**config.mk**
```make
export PLATFORM = sky130hd
export DESIGN_NAME = pip_hazard_sched
export DESIGN_NICKNAME = d
export VERILOG_FILES = /design/src/rtl/pip_hazard_sched_pkg.sv /design/src/rtl/pip_sat_counter.sv /design/src/rtl/pip_hazard_sched.sv
export SDC_FILE = /design/constraint.sdc
export NUM_CORES = 1
export LEC_CHECK = 0
export CORE_ASPECT_RATIO = 0.8
export CORE_MARGIN = 5
export CORE_UTILIZATION = 49
export DETAILED_ROUTE_END_ITERATION = 8
export PLACE_DENSITY = 0.8
export SYNTH_ARGS = -nofsm -noshare
export SYNTH_HDL_FRONTEND = slang
export SYNTH_SLANG_ARGS = --single-unit
```
**constraint.sdc**
```tcl
create_clock -name clk_i -period 2.9 [get_ports clk_i]
set_input_delay 0.58 -clock clk_i [delete_from_list [all_inputs] [get_ports clk_i]]
set_output_delay 0.58 -clock clk_i [all_outputs]
set_load 0.02 [all_outputs]
```
**src/rtl/pip_hazard_sched_pkg.sv**
```systemverilog
// Shared constants and types for the pipeline hazard scheduler.
package pip_hazard_sched_pkg;

   localparam int unsigned RegIdxW = 5;
   localparam logic [RegIdxW-1:0] RegX0 = '0;

   typedef enum logic {
      StRun    = 1'b0,
      StMdBusy = 1'b1
   } md_state_e;

endpackage

```
**src/rtl/pip_sat_counter.sv**
```systemverilog
// Saturating up-counter with synchronous clear taking priority over increment.
module pip_sat_counter #(
   parameter int unsigned CNT_W = 16
) (
   input  logic             clk_i,
   input  logic             rst_ni,
   input  logic             inc_i,
   input  logic             clr_i,
   output logic [CNT_W-1:0] cnt_o
);

   logic [CNT_W-1:0] cnt_q, cnt_d;

   always_comb begin
      cnt_d = cnt_q;
      if (clr_i) begin
         cnt_d = '0;
      end else if (inc_i && (cnt_q != {CNT_W{1'b1}})) begin
         cnt_d = cnt_q + 1'b1;
      end
   end

   always_ff @(posedge clk_i or negedge rst_ni) begin
      if (!rst_ni) begin
         cnt_q <= '0;
      end else begin
         cnt_q <= cnt_d;
      end
   end

   assign cnt_o = cnt_q;

endmodule

```
**src/rtl/pip_hazard_sched.sv**
```systemverilog
// Central stall/flush scheduler: merges memory wait, MUL/DIV, branch and load-use hazards
// into per-register stall/flush controls and sequences the MUL/DIV handshake.
module pip_hazard_sched
   import pip_hazard_sched_pkg::*;
#(
   parameter int unsigned MD_TIMEOUT = 64,
   parameter int unsigned CNT_W      = 16
) (
   input  logic               clk_i,
   input  logic               rst_ni,
   input  logic [RegIdxW-1:0] id_rs1_i,
   input  logic [RegIdxW-1:0] id_rs2_i,
   input  logic               id_uses_rs1_i,
   input  logic               id_uses_rs2_i,
   input  logic [RegIdxW-1:0] ex_rd_i,
   input  logic               ex_mem_read_i,
   input  logic               ex_md_op_i,
   input  logic               md_done_i,
   input  logic               mem_access_i,
   input  logic               dmem_ready_i,
   input  logic               branch_taken_i,
   input  logic               branch_mispredicted_i,
   input  logic               perf_clr_i,
   output logic               stall_fetch_dec_o,
   output logic               stall_dec_ex_o,
   output logic               stall_ex_mem_o,
   output logic               flush_fetch_dec_o,
   output logic               flush_dec_ex_o,
   output logic               flush_ex_mem_o,
   output logic               md_start_o,
   output logic               md_timeout_o,
   output logic [CNT_W-1:0]   stall_cnt_o,
   output logic [CNT_W-1:0]   flush_cnt_o
);

   // Busy-cycle count at which the watchdog fires; the issue cycle makes MD_TIMEOUT total.
   localparam logic [7:0] WaitLast = 8'(MD_TIMEOUT - 2);

   md_state_e  state_q, state_d;
   logic [7:0] wait_q, wait_d;
   logic       timeout_q, timeout_d;
   logic       mem_wait, lu;

   assign mem_wait = mem_access_i & ~dmem_ready_i;
   assign lu = ex_mem_read_i & (ex_rd_i != RegX0) &
               ((id_uses_rs1_i & (id_rs1_i == ex_rd_i)) |
                (id_uses_rs2_i & (id_rs2_i == ex_rd_i)));

   always_ff @(posedge clk_i or negedge rst_ni) begin
      if (!rst_ni) begin
         state_q   <= StRun;
         wait_q    <= '0;
         timeout_q <= 1'b0;
      end else begin
         state_q   <= state_d;
         wait_q    <= wait_d;
         timeout_q <= timeout_d;
      end
   end

   always_comb begin
      state_d   = state_q;
      wait_d    = wait_q;
      timeout_d = timeout_q;
      if (!mem_wait) begin
         unique case (state_q)
            StMdBusy: begin
               if (md_done_i) begin
                  state_d = StRun;
                  wait_d  = '0;
               end else if (wait_q == WaitLast) begin
                  state_d   = StRun;
                  wait_d    = '0;
                  timeout_d = 1'b1;
               end else begin
                  wait_d = wait_q + 8'd1;
               end
            end
            StRun: begin
               if (ex_md_op_i) begin
                  state_d = StMdBusy;
                  wait_d  = '0;
               end
            end
            default: ;
         endcase
      end
   end

   always_comb begin
      stall_fetch_dec_o = 1'b0;
      stall_dec_ex_o    = 1'b0;
      stall_ex_mem_o    = 1'b0;
      flush_fetch_dec_o = 1'b0;
      flush_dec_ex_o    = 1'b0;
      flush_ex_mem_o    = 1'b0;
      md_start_o        = 1'b0;
      if (!rst_ni) begin
         // Controls stay quiet while reset is held, whatever the inputs show.
      end else if (mem_wait) begin
         stall_fetch_dec_o = 1'b1;
         stall_dec_ex_o    = 1'b1;
         stall_ex_mem_o    = 1'b1;
      end else if (state_q == StMdBusy) begin
         if (!md_done_i) begin
            stall_fetch_dec_o = 1'b1;
            stall_dec_ex_o    = 1'b1;
            flush_ex_mem_o    = 1'b1;
         end
      end else if (ex_md_op_i) begin
         md_start_o        = 1'b1;
         stall_fetch_dec_o = 1'b1;
         stall_dec_ex_o    = 1'b1;
         flush_ex_mem_o    = 1'b1;
      end else if (branch_mispredicted_i) begin
         flush_fetch_dec_o = 1'b1;
         flush_dec_ex_o    = 1'b1;
      end else if (branch_taken_i) begin
         flush_fetch_dec_o = 1'b1;
      end else if (lu) begin
         stall_fetch_dec_o = 1'b1;
         flush_dec_ex_o    = 1'b1;
      end
   end

   assign md_timeout_o = timeout_q;

   pip_sat_counter #(
      .CNT_W(CNT_W)
   ) u_stall_cnt (
      .clk_i (clk_i),
      .rst_ni(rst_ni),
      .inc_i (stall_fetch_dec_o),
      .clr_i (perf_clr_i),
      .cnt_o (stall_cnt_o)
   );

   pip_sat_counter #(
      .CNT_W(CNT_W)
   ) u_flush_cnt (
      .clk_i (clk_i),
      .rst_ni(rst_ni),
      .inc_i (flush_fetch_dec_o | flush_dec_ex_o),
      .clr_i (perf_clr_i),
      .cnt_o (flush_cnt_o)
   );

endmodule

```
==> results.txt <==
Die X: 90.3 µm
Achievable Freq: 357 MHz
Row count: 23
Max VDD drop: 0.232 mV
Worst-path clk slew: 0.08 ns
Clock Latency Late Sink: 0.30 ns
Drc violations: 0
Status: completed
Starting Density: 50.4%
Pins Over Slew Limit: 0
Leak: 1.32 nW
DR vias: 2,469
Skew final: 0.0129 ns
Total GRT Usage: 19.3%
CORE AREA: 5010 µm²
Die ar.: 6700 µm²
Final setup violation count: 0
Synth unique cells: 40
Avg Cell Area, Syn: 8.74 µm²
Tot Pwr: 1.21 mW
Post-Synthesis Cells: 289
RSZ-0062 raised after global routing: no
Syn. warnings: 0
Top-area cell type share of the netlist area: 41.6%
Max-cap viol count: 0
Synth top area cells: dfrtp_1 42%, a21oi_1 4.6%, nor2_1 4.5%
DP HPWL: 4880 µm
Footprint of the multi-input gates: 1370 µm²
Worst-Margin Slew: 0.646 ns
Area Overhead vs Synth: 34.8%
Synth area leader: dfrtp_1
FF+latch area: 1050 µm²
CP max FO: 6
Post-route setup slack: 0.0950 ns
Clock tree buffer depth: 2
TritonCTS clock tree: done
GPL Wtd Cong: 0.845
Placed Area: 3330 µm²
Final WL: 6370 µm
CTS buffer count: 5
H-tree levels: 2
Setup CP Type: input pin to output pin
Netlist Area Pre-Place: 2520 µm²
Antenna diode count: 0
Height of the chip: 74.2 µm
Layout cell share with drive strength beyond 1: 10.3%
PD cells: 355 nW/µm²
Largest net degree at the start of global routing: 42
Setup Slack @ Placement: -0.246 ns
ANT nets after route: 0
Num Clock Sinks: 42
Global-route wire length before repair: 10,800 µm
Synth Register Bits: 42
Worst EP required: 2.32 ns
GR Overflow Total: 0
Vias per Instance: 5.74
Tcrit/Tclk final: 96.7%
Hold Path Class: input pin to async pin
Root buf cell: clkbuf_8
Slew HR: 56.5%
Min Tclk post-route: 2.81 ns
WL/cell: 14.8 µm
Antenna violations before repair: 0
Design Area, Final: 3400 µm²
I/O Pins: 67
Fillers: 433
Initial DRT Pass Iterations: 4
Syn_nets: 320
Crit end category: output pin
1st-iter DRT viols: 146
Final Hold Vio Count: 0
Startpoint Class: input pin
Final Core Density: 68.0%
Critical Path AT: 2.23 ns
Vias in the first global route: 2,413
Port Buffer Count: 66
Layout Nets: 398
Sequential share of the synthesized area: 41.6%
==> synthesized netlist by cell type <==
cell type and instances:
a211oi_2 1, a21oi_1 23, a21oi_4 1, a221oi_2 1, a31o_2 1, a31oi_1 1
and2_1 2, and3_1 6, and4_1 1, buf_2 2, buf_6 3, clkbuf_1 7
dfrtp_1 42, ha_1 4, inv_1 8, mux2_2 2, mux2_4 1, mux2i_1 2
nand2_1 19, nand2_2 1, nand2b_1 6, nand3_1 16, nand4_1 13, nand4b_1 1
nor2_1 30, nor2b_1 9, nor3_1 3, nor4_1 3, o21ai_0 22, o21ai_1 2
o21ai_2 1, o221ai_1 1, o22ai_1 1, o31ai_1 13, o41ai_1 1, or2_2 2
or3_1 12, or4_1 9, xnor2_1 11, xor2_1 5
==> metrics by stage <==
step                      instances  hold WS [ns]  TNS [ns]
after floorplan                 289         0.284         0
after global placement          422         0.409    -0.365
after detailed placement        422         0.412    -0.453
after CTS                       430        0.0955         0
after global routing            430        0.0981         0
final                           430         0.102         0
==> critical path, cell delays in order <==
cell and delay, ns:
clkdlybuf4s50_1 0.47, nand2b_1 0.23, nand3_1 0.18, nor2_1 0.14, clkdlybuf4s50_1 0.62
==> path summary, 6_finish.rpt <==
check                                                       from                               end  slack (ns)  cells after the start
worst max-delay path                                dmem_ready_i                 flush_fetch_dec_o        0.09                      5
worst min-delay path                                      rst_ni          md_timeout_o$_DFFE_PN0P_        0.10                      1
worst max register to register  u_stall_cnt.cnt_o[0]$_DFFE_PN0P_  u_stall_cnt.cnt_o[5]$_DFFE_PN0P_        0.55                      8
worst min register to register             wait_q[7]$_DFFE_PN0P_             wait_q[7]$_DFFE_PN0P_        0.48                      1
max in group asynchronous                                 rst_ni  u_flush_cnt.cnt_o[1]$_DFFE_PN0P_        2.05                      2
min in group clk_i                         wait_q[7]$_DFFE_PN0P_             wait_q[7]$_DFFE_PN0P_        0.48                      1
==> cell type report <==
type,count,share of cell area (%)
inverters,8,0.882
clock buffers,6,2.13
clock inverters,2,0.404
flip-flops and latches,42,30.9
multi-input cells,227,40.4
well taps,62,2.28
repair buffers,83,23.1
==> power by group <==
part	switching, mW	leakage, nW	internal (mW)
clock	0.212	0.0452	0.170
combinational	0.115	0.694	0.102
sequential	0.0133	0.582	0.596
total	0.340	1.32	0.868
==> sequential cells by signal (all words and copies together) (netlist names) <==
| signal | cells |
|---|---|
| md_timeout_o | 1 |
| u_stall_cnt.cnt_o | 16 |
| u_flush_cnt.cnt_o | 16 |
| wait_q | 8 |
| state_q | 1 |
==> cells by family after synthesis <==
kind of cell    count (synthesis)  share of synthesized area, %
flops                          42                          41.6
mux                             5                          2.28
simple gates                  133                          27.8
xor+xnor                       16                          5.55
fa+ha+maj                       4                          1.98
buf+inv                        20                          3.96
compound gates                 69                          16.8
==> layout by cell type, fill, tap and decap left out, types with 2 or more instances in the layout <==
cell and count:
clkbuf_8 5, nor4_1 3, nand3_1 16, o21ai_0 22
nor2_1 30, nor3_1 3, and2_1 2, mux2i_1 2
mux2_2 2, ha_1 4, or4_1 9, clkbuf_2 2
o31ai_1 13, dfrtp_1 42, xor2_1 5, and3_1 6
clkdlybuf4s50_1 63, or3_1 12, buf_4 16, or2_2 2
nand2b_1 6, a21oi_1 23, inv_1 8, nand4_1 13
xnor2_1 11, nand2_1 19, nor2b_1 9, o21ai_1 2
==> layer usage <==
metal,vias to the layer above,share of wire (%),track usage (%)
met4,0,0.72,4.30
li1,1211,-,-
met2,74,46,32.2
met3,7,6.3,4.35
met5,-,0,0
met1,1177,47,26.0
==> what timing repair did <==
item / in CTS / in global routing
endpoints found under the setup margin: 2 / 2
gates cloned: 0 / 0
hold buffers: 0 / 0
buffers inserted: 0 / 0
gates resized for setup: 3 / 4
Power figures use the tool's default switching activity.
